**src/rtl/mem_ctrl.sv**
```systemverilog
`default_nettype none
// ============================================================================
// Module  : mem_ctrl
// Brief   : Byte-serial RAM/IO port arbiter for load/store buffer and fetcher;
//           splits or assembles 1/2/4-byte little-endian transfers.
// Revision: 1.0
// ============================================================================
module mem_ctrl #(
  parameter logic [31:0] IO_BASE = 32'h0003_0000
) (
  input  logic        clk_in,
  input  logic        rst_in,
  input  logic        rdy_in,
  input  logic        clear,
  input  logic        io_buffer_full,
  input  logic [7:0]  mem_din,
  output logic [7:0]  mem_dout,
  output logic [31:0] mem_a,
  output logic        mem_wr,
  input  logic        lsb_r_en,
  input  logic        lsb_w_en,
  input  logic [31:0] lsb_addr,
  input  logic [31:0] lsb_val,
  input  logic [31:0] lsb_len,
  output logic        lsb_done,
  output logic [31:0] lsb_data,
  input  logic        if_en,
  input  logic [31:0] if_addr,
  output logic        if_done,
  output logic [31:0] if_inst
);

  localparam logic [1:0] c_idle  = 2'd0;
  localparam logic [1:0] c_read  = 2'd1;
  localparam logic [1:0] c_write = 2'd2;
  localparam logic [1:0] c_done  = 2'd3;

  logic [1:0]  r_state;
  logic [2:0]  r_cnt;
  logic [2:0]  r_len;
  logic [31:0] r_addr;
  logic [31:0] r_wdata;
  logic [31:0] r_rbuf;
  logic        r_owner_if;
  logic        r_is_write;
  logic [31:0] r_mem_a;
  logic [7:0]  r_mem_dout;
  logic        r_mem_wr;
  logic        r_lsb_done;
  logic        r_if_done;
  logic [31:0] r_lsb_data;
  logic [31:0] r_if_inst;

  logic        w_req;
  logic [2:0]  w_lsb_len;
  logic [31:0] w_cur_addr;
  logic        w_stall;
  logic [1:0]  w_cap_idx;
  logic [7:0]  w_wr_byte;
  logic [31:0] w_rd_word;

  assign w_req      = lsb_w_en | lsb_r_en | if_en;
  assign w_lsb_len  = (lsb_len == 32'd1) ? 3'd1 :
                      (lsb_len == 32'd2) ? 3'd2 : 3'd4;
  assign w_cur_addr = r_addr + {29'd0, r_cnt};
  assign w_stall    = (w_cur_addr >= IO_BASE) && io_buffer_full;
  // Byte captured at counter k belongs to the address issued at k-1.
  assign w_cap_idx  = r_cnt[1:0] - 2'd1;

  always_comb begin
    w_wr_byte = r_wdata[7:0];
    case (r_cnt[1:0])
      2'd0:    w_wr_byte = r_wdata[7:0];
      2'd1:    w_wr_byte = r_wdata[15:8];
      2'd2:    w_wr_byte = r_wdata[23:16];
      default: w_wr_byte = r_wdata[31:24];
    endcase
  end

  always_comb begin
    w_rd_word = r_rbuf;
    case (w_cap_idx)
      2'd0:    w_rd_word[7:0]   = mem_din;
      2'd1:    w_rd_word[15:8]  = mem_din;
      2'd2:    w_rd_word[23:16] = mem_din;
      default: w_rd_word[31:24] = mem_din;
    endcase
  end

  always_ff @(posedge clk_in or posedge rst_in) begin
    if (rst_in) begin
      r_state    <= c_idle;
      r_cnt      <= 3'd0;
      r_len      <= 3'd0;
      r_addr     <= 32'd0;
      r_wdata    <= 32'd0;
      r_rbuf     <= 32'd0;
      r_owner_if <= 1'b0;
      r_is_write <= 1'b0;
      r_mem_a    <= 32'd0;
      r_mem_dout <= 8'd0;
      r_mem_wr   <= 1'b0;
      r_lsb_done <= 1'b0;
      r_if_done  <= 1'b0;
      r_lsb_data <= 32'd0;
      r_if_inst  <= 32'd0;
    end else if (rdy_in) begin
      case (r_state)
        c_idle: begin
          r_mem_wr   <= 1'b0;
          r_lsb_done <= 1'b0;
          r_if_done  <= 1'b0;
          if (w_req && !clear) begin
            r_cnt  <= 3'd0;
            r_rbuf <= 32'd0;
            if (lsb_w_en) begin
              r_state    <= c_write;
              r_owner_if <= 1'b0;
              r_is_write <= 1'b1;
              r_addr     <= lsb_addr;
              r_len      <= w_lsb_len;
              r_wdata    <= lsb_val;
            end else if (lsb_r_en) begin
              r_state    <= c_read;
              r_owner_if <= 1'b0;
              r_is_write <= 1'b0;
              r_addr     <= lsb_addr;
              r_len      <= w_lsb_len;
            end else begin
              r_state    <= c_read;
              r_owner_if <= 1'b1;
              r_is_write <= 1'b0;
              r_addr     <= if_addr;
              r_len      <= 3'd4;
            end
          end
        end

        c_read: begin
          if (clear) begin
            r_state <= c_idle;
            r_cnt   <= 3'd0;
          end else begin
            if (r_cnt != 3'd0) begin
              r_rbuf <= w_rd_word;
            end
            if (r_cnt == r_len) begin
              r_state <= c_done;
              if (r_owner_if) begin
                r_if_done <= 1'b1;
                r_if_inst <= w_rd_word;
              end else begin
                r_lsb_done <= 1'b1;
                r_lsb_data <= w_rd_word;
              end
            end else begin
              r_mem_a  <= w_cur_addr;
              r_mem_wr <= 1'b0;
              r_cnt    <= r_cnt + 3'd1;
            end
          end
        end

        // Stores are already committed, so clear is ignored here.
        c_write: begin
          if (w_stall) begin
            r_mem_wr <= 1'b0;
          end else begin
            r_mem_a    <= w_cur_addr;
            r_mem_dout <= w_wr_byte;
            r_mem_wr   <= 1'b1;
            r_cnt      <= r_cnt + 3'd1;
            if (r_cnt == r_len - 3'd1) begin
              r_lsb_done <= 1'b1;
              r_state    <= c_done;
            end
          end
        end

        default: begin
          r_mem_wr   <= 1'b0;
          r_lsb_done <= 1'b0;
          r_if_done  <= 1'b0;
          r_cnt      <= 3'd0;
          r_state    <= c_idle;
        end
      endcase
    end
  end

  // A flushed pipeline must not see a read result in the DONE cycle.
  assign lsb_done = r_lsb_done & rdy_in & ~(clear & ~r_is_write);
  assign if_done  = r_if_done & rdy_in & ~clear;
  assign mem_wr   = r_mem_wr & rdy_in;
  assign mem_a    = r_mem_a;
  assign mem_dout = r_mem_dout;
  assign lsb_data = r_lsb_data;
  assign if_inst  = r_if_inst;

endmodule
`default_nettype wire

```
**config.mk**
```make
export PLATFORM = sky130hd
export DESIGN_NAME = mem_ctrl
export DESIGN_NICKNAME = d
export VERILOG_FILES = /design/src/rtl/mem_ctrl.sv
export SDC_FILE = /design/constraint.sdc
export NUM_CORES = 1
export LEC_CHECK = 0
export BUFFER_PORTS_ARGS = -buffer_cell sky130_fd_sc_hd__buf_2
export CAP_MARGIN = 20
export CORE_MARGIN = 4
export CORE_UTILIZATION = 35
export CTS_CLUSTER_SIZE = 28
export DETAILED_ROUTE_END_ITERATION = 8
export PLACE_DENSITY = 0.63
export SYNTH_ARGS = -nofsm -noshare
export SYNTH_HDL_FRONTEND = slang
export SYNTH_SLANG_ARGS = --single-unit
```
**constraint.sdc**
```tcl
create_clock -name clk_in -period 8.5 [get_ports clk_in]
set_clock_uncertainty 0.05 [all_clocks]
set_input_delay 0.85 -clock clk_in [delete_from_list [all_inputs] [get_ports clk_in]]
set_output_delay 0.85 -clock clk_in [all_outputs]
set_load 0.005 [all_outputs]
```
# [Word level (Yosys, flattened, before mapping)]
# Cells that the tools add are included.
[op_classes] bitwise=14 eq_ne=21 reduce_logical=22 n_mux=48 n_lt_le_gt_ge=1 add_sub_neg=4
[op_table] operator="$mux 32" count=8
[op_table] operator="$pmux 32 s2" count=2
[op_table] operator="$add 32x3->32" count=1
[op_table] operator="$eq 32x1->1 const B" count=1
[op_table] operator="$eq 32x2->1 const B" count=1
[op_table] operator="$ge 32x18->1 const B" count=1
[op_table] operator="$mux 8" count=4
[op_table] operator="$reduce_and 5->1" count=6
[op_table] operator="$mux 3" count=8
[op_table] operator="$pmux 8 s3" count=1
[op_table] operator="$ne 2x2->1 const B" count=9
[op_table] operator="$mux 1" count=14
[op_table] operator="$mux 2" count=6
[op_table] operator="$pmux 3 s3" count=1
[op_table] operator="$reduce_and 3->1" count=3
[op_table] operator="$reduce_and 4->1" count=2
[op_table] operator="$and 1x1->1" count=6
[op_table] operator="$eq 2x1->1 const B" count=3
[op_table] operator="$eq 2x2->1 const B" count=3
[op_table] operator="$eq 3x3->1" count=2
[op_table] operator="$logic_not 2->1" count=3
[op_table] operator="$ne 3x3->1 const B" count=2
[op_table] operator="$not 1->1" count=6
[op_table] operator="$pmux 1 s2" count=3
[op_table] operator="11 further kinds" count=14
[word_totals] register_bits=213 inputBits=144 out_inout_bits=107 word_cells=125

# [Depth between registers and ports, before layout]
# Gate-level depths: netlist of run 1.
[depth] ltp_word=7 depth_mapped=13 ltp_nobuf=11

# [Worst setup path before layout of run 1]
# No wires, ideal clock.
[synth_timing] kind="register -> register" startpoint="register r_cnt[2]" endpoint="register r_mem_a[10], in the netlist mem_a[10]" required_time_ns=8.325 t_arrival_ns=3.076 setup_slack_ns=5.248 stages_incl_launch_ff=12 period_less_slack_ns=3.252 setup_time_ns=0.125 n_path_buf=2 path_cell_list="dfrtp_1 ha_1 and3_1 o211ai_1 or4b_2 xor2_1 o2111a_2 nand3_2 a211o_1 buf_6 buf_12 mux2_4"
[synth_via] elab_chain_len=5 elab_cells_between_ends=11 cone_classes="add/sub: 1; order compare: 1; eq/ne: 3; mux: 4; reduce/logical: 2"
[synth_lines] element="from (decl)" line="39" rtl="logic [2:0] r_cnt;"
[synth_lines] element="from (signal assigned)" line="159" rtl="r_cnt <= r_cnt + 3'd1;"
[synth_lines] element="from (signal assigned)" line="172" rtl="r_cnt <= r_cnt + 3'd1;"
[synth_lines] element="$add 32x3->32" line="65" rtl="assign w_cur_addr = r_addr + {29'd0, r_cnt};"
[synth_lines] element="$ge 32x18->1" line="66" rtl="assign w_stall = (w_cur_addr >= IO_BASE) && io_buffer_full;"
[synth_lines] element="$logic_and 1x1->1" line="66"
[synth_lines] element="$ne 2x2->1 (no line)"
[synth_lines] element="$reduce_and 5->1 (no line)"
[synth_lines] element="to (signal assigned)" line="157" rtl="r_mem_a <= w_cur_addr;"
[synth_lines] element="to (signal assigned)" line="169" rtl="r_mem_a <= w_cur_addr;"
[synth_lines] element="to (decl)" line="46" rtl="logic [31:0] r_mem_a;"
# Parallel ways exist; a longest one is shown, timed or not. The select of a mux whose other input is x is not followed.
# A chain may end at the register's enable or synchronous reset.

# [Final worst setup path of run 1]
[layout_timing] startpoint="register r_cnt[1]" endpoint="register r_mem_a[0], in the netlist mem_a[0]"
[layout_via] elab_chain_len=5 elab_cells_between_ends=7 cone_classes="add/sub: 1; order compare: 1; eq/ne: 3; reduce/logical: 2"
[layout_lines] element="$add 32x3->32" line="65"
[layout_lines] element="$ge 32x18->1" line="66"
[layout_lines] element="$logic_and 1x1->1" line="66"
[layout_lines] element="$ne 2x2->1 (no line)"
[layout_lines] element="$reduce_and 5->1 (no line) (*)"
# Mark *: on every way between the ends. The rest lies on a longest branch, timed or not.

==> results of run 1 <==
stage by stage:
| step | std cells | hold slack, ps |
|---|---|---|
| after floorplan | 928 | 415 |
| after global placement | 1503 | 406 |
| after detailed placement | 1505 | 416 |
| after CTS | 1551 | 429 |
| after global routing | 1553 | 449 |
| final | 1553 | 422 |
critical path, delay by kind of cell (launching register included):
kind,cells,cell delay [ps]
AO/OA/AOI/OAI,3,1180
AND/OR/NAND/NOR,3,730
multiplexers,2,670
flip-flops,1,510
adder cells (fa/ha/maj),1,480
buffers and inverters,1,210
cells in the final DEF, fill, tap and decap left out, types with 3 or more instances in the layout:
master | synthesis | layout
a22o_1 | 28 | 28
and3_1 | 5 | 5
nand2_1 | 105 | 105
a21o_1 | 5 | 5
mux2_4 | 24 | 24
o21ai_0 | 80 | 79
xor2_1 | 9 | 9
nand3_1 | 16 | 16
clkbuf_16 | 0 | 25
nand3b_1 | 3 | 3
and4_1 | 3 | 3
o22ai_1 | 32 | 32
dfrtp_1 | 213 | 213
xnor2_1 | 28 | 28
inv_1 | 27 | 26
o31ai_1 | 3 | 3
nor2_1 | 79 | 78
bufinv_16 | 0 | 8
nand4_1 | 12 | 12
clkinv_2 | 0 | 6
nor4_1 | 8 | 8
mux2_2 | 45 | 45
buf_4 | 1 | 7
a222oi_1 | 11 | 11
buf_2 | 2 | 250
nor3_1 | 9 | 9
a32o_1 | 4 | 4
and2_1 | 9 | 9
mux2i_1 | 41 | 41
o21ai_1 | 5 | 5
or2_2 | 4 | 4
ha_1 | 15 | 15
a21oi_1 | 12 | 12
nor2b_1 | 3 | 3
power groups by stage:
| stage | combinational, mW | sequential (mW) | clock, mW |
|---|---|---|---|
| final | 1.15 | 1.59 | 1.23 |
| after global routing | 1.28 | 1.63 | 1.31 |
| after CTS | 1.16 | 1.59 | 1.26 |
| after detailed placement | 1.16 | 1.60 | 0 |
| after global placement | 1.14 | 1.59 | 0 |
| after floorplan | 0.843 | 1.51 | 0 |
sequential cells by signal, indices dropped and copies added (netlist names):
name and cells:
r_wdata 32, r_mem_wr 1, r_rbuf 32, r_state 2, r_if_done 1, r_addr 32, lsb_data 32, if_inst 32
r_lsb_done 1, r_is_write 1, r_len 3, mem_dout 8, r_cnt 3, r_owner_if 1, mem_a 32
routing by layer:
metal | wire length (um) | global-route usage [%] | vias to the layer above | share of wire [%]
li1 | - | - | 3751 | -
met1 | 12100 | 23.2 | 3760 | 44
met2 | 13100 | 28.2 | 234 | 48
met3 | 1290 | 2.43 | 51 | 4.7
met4 | 964 | 6.06 | 0 | 3.5
met5 | 0 | 0 | - | 0
cell families (layout without fill, tap and decap cells):
| group | count (synthesis) | count (layout) |
|---|---|---|
| other cells | 0 | 1 |
| buf+inv | 87 | 333 |
| xor+xnor | 37 | 37 |
| flops | 213 | 213 |
| simple gates | 274 | 274 |
| fa+ha+maj | 16 | 16 |
| compound gates | 191 | 191 |
| mux | 110 | 110 |
worst min-delay path by stage:
stage | startpoint | to | slack (ps) | depth (start not counted)
2_1_floorplan | r_rbuf[15]$_DFFE_PP0P_ | r_rbuf[15]$_DFFE_PP0P_ | 420 | 1
3_3_place_gp | lsb_data[8]$_DFFE_PP0P_ | lsb_data[8]$_DFFE_PP0P_ | 410 | 2
3_5_place_dp | lsb_data[9]$_DFFE_PP0P_ | lsb_data[9]$_DFFE_PP0P_ | 420 | 2
4_1_cts | lsb_data[27]$_DFFE_PP0P_ | lsb_data[27]$_DFFE_PP0P_ | 430 | 2
5_1_grt | lsb_data[9]$_DFFE_PP0P_ | lsb_data[9]$_DFFE_PP0P_ | 450 | 2
6_report | lsb_data[18]$_DFFE_PP0P_ | lsb_data[18]$_DFFE_PP0P_ | 420 | 2
area by class of cell:
class	count	area [um2]	share of cell area, %
multi-input cells	628	4350	34.6
well taps	378	473	3.76
flip-flops and latches	213	5330	42.4
clock buffers	26	629	5.00
clock inverters	20	323	2.57
repair buffers	260	1360	10.8
diodes	1	2.50	0.0199
inverters	27	109	0.865
==> impl_metrics.py, run 1 <==
metrics = {
    "timing": {
        "setup_slack_ps": 4530,
        "clock.fmax_ghz": 0.252,
        "setup_viol": 0,
        "final.period_utilization_pct": 46.7,
        "rsz0062_at_grt": "no",
        "maxSlewViolCount": 0,
        "fin_crit_ps": 3970,
        "final-hold-violation-count": 0,
        "slew_headroom_pct": 33.4,
        "fin_setup_tns_ps": 0,
        "tightest_slew_ps": 999,
    },
    "logic_synthesis": {
        "ys_async_sr_fraction_pct": 100,
        "synth.most_common_cell": "dfrtp_1",
        "synth_edf_count": 0,
        "netlist_area_um2": 10100,
        "synth_top_family_by_area": "simple AND/OR/NAND/NOR gates",
        "ys_warn_count": 0,
        "synth_top_area_share_pct": 52.9,
        "synth_seq_area_share_pct": 52.9,
        "synthesis.nets": 1088,
        "synth_xor_area_share_pct": 3.22,
        "synthAdderAreaFrac_pct": 2.06,
        "synthCells": 928,
        "ys_ff_latch": 213,
        "synth-simple-area-share_pct": 12.9,
        "synth_area_leaders": "dfrtp_1 (53%), mux2_2 (5.0%), mux2i_1 (4.1%), o21ai_0 (4.0%), nand2_1 (3.9%)",
        "synth_compound_area_share_pct": 12.3,
        "syn_avg_cell_area_um2": 10.8,
        "synth_common_cells": "dfrtp_1 (213), nand2_1 (105), o21ai_0 (80), nor2_1 (79), mux2_2 (45)",
        "synthMuxAreaShare_pct": 12.7,
        "synth_top_area_cell": "dfrtp_1",
        "ys.flop_type": "dfrtp_1",
        "yosysUniqueCellTypes": 61,
    },
    "clock_tree": {
        "cts_max_level": 1,
        "cts-root-buf": "clkbuf_16",
        "post-cts-setup-buffers": 0,
        "hold_buffers": 0,
        "clkTransAtPathRegs_ps": 60,
        "cts.sinks": 213,
        "clock_latency_ps": 520,
        "cts.repair.resized": 0,
        "cts_buffers": 25,
        "cts_tree": "yes",
        "clockBufferDepth": 3,
    },
    "power_and_ir_drop": {
        "intPower_mw": 2.69,
        "power.leakage_nw": 6.06,
        "switchingPower_mw": 1.28,
        "clock_power_share_pct": 31.1,
        "power.density_nw_per_um2": 315,
        "total_power_mw": 3.97,
        "peakVddDrop_mv": 0.133,
        "p_sw_share_pct": 32.1,
        "seqPwrFrac_pct": 40.0,
        "p_comb_share_pct": 29.0,
    },
    "worst_setup_path": {
        "r2r_end": "mem_a[0]$_DFFE_PP0P_",
        "worst_setup_path_end_kind": "flip-flop",
        "critPathMaxFanout": 32,
        "startpoint": "r_cnt[1]$_DFFE_PP0P_",
        "rr_startpoint": "r_cnt[1]$_DFFE_PP0P_",
        "worstSetupPathType": "flip-flop to flip-flop",
        "cp_cell_sequence": "inv_1, fa_1, nor2b_1, o21ai_0, nor3_1, mux2i_1, o2111a_2, nand3_2, a211o_2, mux2_4",
        "critPathSlowestCell": "a211o_2",
        "r2r_cells": 10,
        "cpPeakStageDelay_ps": 700,
        "worstPathRequired_ps": 8850,
        "worst-endpoint-arrival_ps": 4320,
        "cp-endpoint": "mem_a[0]$_DFFE_PP0P_",
        "r2r_slack_ps": 4530,
        "setup.worst_path.start_class": "flip-flop",
    },
    "finish": {
        "utilization_pct": 44.8,
        "layout-drive-gt1-share_pct": 33.9,
        "syn_to_final_growth_pct": 25.0,
        "fillers": 2737,
        "design_area_um2": 12600,
        "nNetsFinal": 1315,
    },
    "flow_run": {
        "cap_viol_max_count": 0,
    },
    "routing": {
        "drt_wl_total_um": 27500,
        "avgRoutedWirePerCell_um": 17.7,
        "antenna_left": 0,
        "dr.pass1.iters": 5,
        "route.detailed.drc": 0,
        "drt_iter0_markers": 546,
        "avgViaCountPerCell": 5.02,
        "vias": 7796,
    },
    "global_route": {
        "grt_pass1_wl_um": 43200,
        "grt-ovfl-total": 0,
        "grt_max_degree": 138,
        "grt_pass1_vias": 7926,
        "antenna_found_initial": 1,
        "grt_util_all_layers_pct": 17.1,
    },
    "placed_design": {
        "io_buffers": 250,
        "pre_cts_slack_ps": 4550,
        "post_dp_cell_area_um2": 11600,
        "hpwl_um": 20200,
        "gp_congestion": 0.852,
    },
    "die": {
        "io_pins": 251,
        "core_um2": 28100,
        "die_area_um2": 31500,
        "start_util_pct": 35.8,
        "die_y_um": 178,
        "die_w_um": 178,
        "num_rows": 61,
    },
    "hold_path": {
        "worst_hold_path_type": "flip-flop to flip-flop",
    },
    "run_status": {
        "outcome": "finished, final reports clean",
    },
}
No activity file was read; power rests on OpenSTA's default activity.
==> run 2: changes to the inputs <==
--- a/config.mk
+++ b/config.mk
@@ -11,7 +11,7 @@
 export CORE_UTILIZATION = 35
 export CTS_CLUSTER_SIZE = 28
 export DETAILED_ROUTE_END_ITERATION = 8
-export PLACE_DENSITY = 0.63
+export PLACE_DENSITY = 0.66
 export SYNTH_ARGS = -nofsm -noshare
 export SYNTH_HDL_FRONTEND = slang
 export SYNTH_SLANG_ARGS = --single-unit
==> constraint.sdc (replaced) <==
create_clock -name clk_in -period 3.5 [get_ports clk_in]
set_clock_uncertainty 0.05 [all_clocks]
set_input_delay 0.35 -clock clk_in [delete_from_list [all_inputs] [get_ports clk_in]]
set_output_delay 0.35 -clock clk_in [all_outputs]
set_load 0.005 [all_outputs]
==> run 2 against run 1 <==
Maximum frequency rose by 19%. Utilization rose by 1.6 points. Clock power rose by 110%. Critical path depth fell by 1. Sequential share of layout area fell by 1.5 points. Critical endpoint is now mem_a[20]$_DFFE_PP0P_. Cell count rose by 3.3%. Wire length rose by 1.9%. Hold slack got worse by 400 ps. Sequential power rose by 140%. Flip-flop and latch count did not move. Register-to-register slack got worse by 4400 ps. Setup slack got worse by 4400 ps. Critical path type unchanged.
==> impl_metrics.py, run 2 (same netlist as run 1, synthesis figures left out) <==
metrics = {
    "worst_setup_path": {
        "worst_setup_path_end_kind": "flip-flop",
        "setup.worst_path.start_class": "flip-flop",
        "critPathMaxFanout": 32,
        "worstSetupPathType": "flip-flop to flip-flop",
        "worstPathRequired_ps": 3830,
        "r2r_slack_ps": 150,
        "worst-endpoint-arrival_ps": 3670,
    },
    "routing": {
        "drt_wl_total_um": 28000,
        "avgRoutedWirePerCell_um": 17.5,
        "route.detailed.drc": 0,
        "dr.pass1.iters": 5,
        "antenna_left": 0,
        "vias": 7988,
        "drt_iter0_markers": 527,
        "avgViaCountPerCell": 4.98,
    },
    "power_and_ir_drop": {
        "power.leakage_nw": 6.25,
        "power.density_nw_per_um2": 727,
        "intPower_mw": 6.39,
        "switchingPower_mw": 3.09,
        "p_sw_share_pct": 32.6,
        "p_comb_share_pct": 32.3,
        "total_power_mw": 9.48,
        "clock_power_share_pct": 27.7,
        "peakVddDrop_mv": 0.419,
        "seqPwrFrac_pct": 40.0,
    },
    "placed_design": {
        "pre_cts_slack_ps": 64.6,
        "io_buffers": 250,
        "post_dp_cell_area_um2": 11800,
        "dpl.cell_count": 1523,
        "hpwl_um": 20500,
        "gp_congestion": 0.911,
    },
    "timing": {
        "fin_setup_tns_ps": 0,
        "clock.fmax_ghz": 0.299,
        "final-hold-violation-count": 0,
        "slew_headroom_pct": 44.4,
        "hold_slack_ps": 21.5,
        "fin_crit_ps": 3350,
        "maxSlewViolCount": 0,
        "setup_slack_ps": 152,
        "final.period_utilization_pct": 95.7,
        "setup_viol": 0,
        "tightest_slew_ps": 832,
    },
    "finish": {
        "layout_commonest_cell": "buf_2",
        "design_area_um2": 13000,
        "syn_to_final_growth_pct": 29.4,
        "nNetsFinal": 1370,
        "utilization_pct": 46.4,
        "layout_common_cells": "buf_2 (250), dfrtp_1 (213), nand2_1 (105)",
        "layout-drive-gt1-share_pct": 34.1,
        "num_antenna_cells": 0,
        "final_cells": 1604,
        "fillers": 2644,
    },
    "global_route": {
        "grt-ovfl-total": 0,
        "grt_pass1_vias": 8182,
        "grt_pass1_wl_um": 44300,
        "antenna_found_initial": 1,
        "grt_max_degree": 65,
        "grt_util_all_layers_pct": 17.5,
    },
    "clock_tree": {
        "cts-root-buf": "clkbuf_16",
        "cts_tree": "yes",
        "clockBufferDepth": 3,
        "cts_max_level": 1,
        "clock_latency_ps": 520,
        "cts.sinks": 213,
        "clkTransAtPathRegs_ps": 70,
        "cts_buffers": 25,
    },
    "die": {
        "num_rows": 61,
        "die_y_um": 178,
        "io_pins": 251,
        "die_area_um2": 31500,
        "start_util_pct": 35.8,
        "die_w_um": 178,
        "core_um2": 28100,
    },
    "run_status": {
        "outcome": "finished, final reports clean",
    },
    "hold_path": {
        "worst_hold_path_type": "primary input to flip-flop",
    },
    "flow_run": {
        "cap_viol_max_count": 0,
    },
}
run 2: changes by cell type in the layout (fill, tap and decap cells not counted), sizes merged:
cell,previous run,this run
inv,30,27
dlygate4sd3,0,36
buf,260,279
clkinvlp,2,5
bufinv,8,3
clkbuf,26,31
diode,1,0
clkinv,7,4
run 2: layout make-up:
cell class              count  area (um2)  area share, %
flip-flops and latches    213        5330           40.9
multi-input cells         628        4410           33.8
repair buffers            315        1880           14.4
clock buffers              31         688           5.28
well taps                 378         473           3.63
clock inverters            12         149           1.14
inverters                  27         105          0.807
run 2: path summary, 6_finish.rpt:
path,from,cells after the start,end
worst max-delay path,r_addr[7]$_DFFE_PP0P_,9,mem_a[20]$_DFFE_PP0P_
max in group asynchronous,rst_in,4,lsb_data[16]$_DFFE_PP0P_
min in group asynchronous,rst_in,3,if_inst[0]$_DFFE_PP0P_
worst min-delay path,if_addr[19],3,r_addr[19]$_DFFE_PP0P_
worst min register to register,lsb_data[13]$_DFFE_PP0P_,2,lsb_data[13]$_DFFE_PP0P_
worst max register to register,r_addr[7]$_DFFE_PP0P_,9,mem_a[20]$_DFFE_PP0P_
run 2: critical path, cell delays in order (launching register included):
cell,delay [ps]
dfrtp_1,450
nand4_1,220
or4_4,600
a2111oi_1,380
a21oi_1,120
nor4_4,330
nand3_2,170
a211o_2,350
buf_12,190
mux2_4,320
run 2: power by group through the flow:
stage          logic, mW  registers (mW)  clock network [mW]
2_1_floorplan       2.05            3.66                   0
3_3_place_gp        2.93            3.79                   0
3_5_place_dp        2.99            3.81                   0
4_1_cts             3.07            3.78                2.70
5_1_grt             3.39            3.87                2.80
6_report            3.06            3.79                2.63
run 2: per-layer routing:
| metal | GRT usage (%) | vias to the layer above | routed length [um] |
|---|---|---|---|
| met5 | 0 | - | 14 |
| met4 | 5.09 | 2 | 704 |
| met3 | 2.64 | 40 | 1290 |
| met2 | 29.3 | 220 | 13500 |
| met1 | 23.5 | 3880 | 12500 |
| li1 | - | 3846 | - |
run 2: timing repair:
action                     CTS  global route
setup endpoints to repair    0            32
hold endpoints to repair    60             0
setup buffers                0             2
resized for setup            0             9
hold buffers                36             0
==> run 3: changes to the inputs <==
--- a/config.mk
+++ b/config.mk
@@ -7,11 +7,14 @@
 export LEC_CHECK = 0
 export BUFFER_PORTS_ARGS = -buffer_cell sky130_fd_sc_hd__buf_2
 export CAP_MARGIN = 20
+export CELL_PAD_IN_SITES_DETAIL_PLACEMENT = 1
+export CELL_PAD_IN_SITES_GLOBAL_PLACEMENT = 1
 export CORE_MARGIN = 4
 export CORE_UTILIZATION = 35
 export CTS_CLUSTER_SIZE = 28
 export DETAILED_ROUTE_END_ITERATION = 8
-export PLACE_DENSITY = 0.66
+export PLACE_DENSITY = 0.79
+export RECOVER_POWER = 50
 export SYNTH_ARGS = -nofsm -noshare
 export SYNTH_HDL_FRONTEND = slang
 export SYNTH_SLANG_ARGS = --single-unit
==> run 3 against run 2 <==
The run now ends with capacitance limit, slew limit left. Non-clock buffer count is 7 lower. Critical path depth is 2 higher. Wire length is 13% higher. Clock-buffer cell count is 1 higher. Critical path type unchanged. Largest cell class unchanged. Largest power group unchanged.
==> impl_metrics.py, run 3 (same netlist as run 1, synthesis figures left out) <==
metrics = {
    "routing": {
        "drt_wl_total_um": 31500,
        "avgViaCountPerCell": 5.17,
        "antenna_left": 0,
        "avgRoutedWirePerCell_um": 19.7,
        "dr.pass1.iters": 7,
        "drt_iter0_markers": 432,
        "route.detailed.drc": 0,
        "vias": 8290,
    },
    "timing": {
        "fin_setup_tns_ps": 0,
        "final.period_utilization_pct": 97.2,
        "hold_slack_ps": 18.0,
        "fin_crit_ps": 3400,
        "maxSlewViolCount": 36,
        "clock.fmax_ghz": 0.294,
        "setup_viol": 0,
        "final-hold-violation-count": 0,
        "tightest_slew_ps": 1550,
        "slew_headroom_pct": -3.70,
    },
    "placed_design": {
        "gp_congestion": 0.855,
        "post_dp_cell_area_um2": 11700,
        "io_buffers": 250,
        "hpwl_um": 22500,
    },
    "power_and_ir_drop": {
        "clock_power_share_pct": 27.9,
        "peakVddDrop_mv": 0.319,
        "p_comb_share_pct": 31.9,
        "switchingPower_mw": 3.26,
        "power.leakage_nw": 5.95,
        "intPower_mw": 6.27,
        "p_sw_share_pct": 34.2,
        "seqPwrFrac_pct": 40.2,
        "power.density_nw_per_um2": 741,
        "total_power_mw": 9.53,
    },
    "die": {
        "core_um2": 28100,
        "die_area_um2": 31500,
        "num_rows": 61,
        "io_pins": 251,
        "die_y_um": 178,
        "die_w_um": 178,
        "start_util_pct": 35.8,
    },
    "worst_setup_path": {
        "startpoint": "r_cnt[2]$_DFFE_PP0P_",
        "worst-endpoint-arrival_ps": 3760,
        "rr_startpoint": "r_cnt[2]$_DFFE_PP0P_",
        "worst_setup_path_end_kind": "flip-flop",
        "critPathMaxFanout": 32,
        "worstSetupPathType": "flip-flop to flip-flop",
        "worstPathRequired_ps": 3850,
        "setup.worst_path.start_class": "flip-flop",
    },
    "run_status": {
        "violations": "capacitance limit, slew limit",
        "outcome": "complete, but fails checks",
    },
    "global_route": {
        "grt_max_degree": 87,
        "grt_pass1_vias": 9028,
        "grt_pass1_wl_um": 49700,
        "antenna_found_initial": 3,
        "grt_util_all_layers_pct": 19.6,
        "grt-ovfl-total": 0,
    },
    "flow_run": {
        "cap_viol_max_count": 1,
    },
    "finish": {
        "design_area_um2": 12900,
        "utilization_pct": 45.8,
        "layout-drive-gt1-share_pct": 28.2,
        "layout_common_cells": "dfrtp_1 (213), buf_2 (179), nand2_1 (105)",
        "fillers": 3240,
        "layout_commonest_cell": "dfrtp_1",
        "layout.area.seq_um2": 5330,
        "nNetsFinal": 1363,
        "syn_to_final_growth_pct": 27.8,
        "multi_input_area_um2": 4420,
    },
    "clock_tree": {
        "cts_tree": "yes",
        "cts_buffers": 25,
        "clock_latency_ps": 520,
        "clkTransAtPathRegs_ps": 60,
        "cts-root-buf": "clkbuf_16",
        "cts_max_level": 1,
        "cts.sinks": 213,
        "clockBufferDepth": 3,
    },
    "hold_path": {
        "worst_hold_path_type": "primary input to flip-flop",
        "worstHoldStart": "lsb_val[13]",
    },
}
## run 3: cell types whose count changed in the layout (fill, tap and decap cells not counted), sizes merged
cell         before  now
clkinvlp          5    3
clkinv            4    7
buf             279  202
inv              27   28
clkbuf           31  104
dlygate4sd3      36   34
diode             0    2
## run 3: final timing paths
path | to | depth (start not counted) | slack (ps)
min in group asynchronous | lsb_data[7]$_DFFE_PP0P_ | 3 | 690
setup reg to reg | mem_a[9]$_DFFE_PP0P_ | 11 | 100
setup / recovery | mem_a[9]$_DFFE_PP0P_ | 11 | 100
hold / removal | r_wdata[13]$_DFFE_PP0P_ | 2 | 20
max in group asynchronous | mem_a[12]$_DFFE_PP0P_ | 4 | 800
hold reg to reg | if_inst[9]$_DFFE_PP0P_ | 2 | 420
## run 3: layout make-up
cell class | instances | share of cell area (%)
tap | 378 | 3.68
timing repair buffer | 308 | 13.1
clock buffer | 32 | 5.22
inverter | 27 | 0.798
antenna | 2 | 0.0389
sequential | 213 | 41.4
clock inverter | 14 | 1.34
multi-input combinational | 628 | 34.3
## run 3: power by group through the flow
stage               Sequential [mW]  Clock, mW  Combinational, mW
floorplan                      3.66          0               2.05
global placement               3.79          0               2.93
detailed placement             3.84          0               3.04
CTS                            3.80       2.73               3.10
global route                   3.92       2.85               3.35
finish                         3.83       2.66               3.04
## run 3: metal layers
layer	vias up	part of all wire (%)	routed length [um]	global-route usage, %
li1	3847	-	-	-
met1	4192	43	13400	25.1
met2	202	51	16000	34.8
met3	47	4.5	1430	3.07
met4	2	2.2	691	4.90
met5	-	0.035	11	0
## run 3: through the flow
stage / worst slack [ps] / instances
2_1_floorplan: 248 / 928
3_3_place_gp: 158 / 1520
3_5_place_dp: 51.1 / 1520
4_1_cts: 24.7 / 1600
5_1_grt: -74.4 / 1602
6_report: 96.9 / 1602
## run 3: what timing repair did
action | CTS | global route
hold buffers | 34 | 0
buffers inserted | 0 | 0
endpoints found under the setup margin | 0 | 32
endpoints found under the hold margin | 65 | 0
resized for setup | 0 | 11
## run 3: critical path: stages (launching register included)
cell	delay, ps
dfrtp_1	440
ha_4	310
and3_1	200
o211ai_1	150
buf_4	190
o31ai_2	290
nand4_1	220
nor4_4	380
nand3_2	170
a211o_2	340
buf_12	200
mux2_4	320
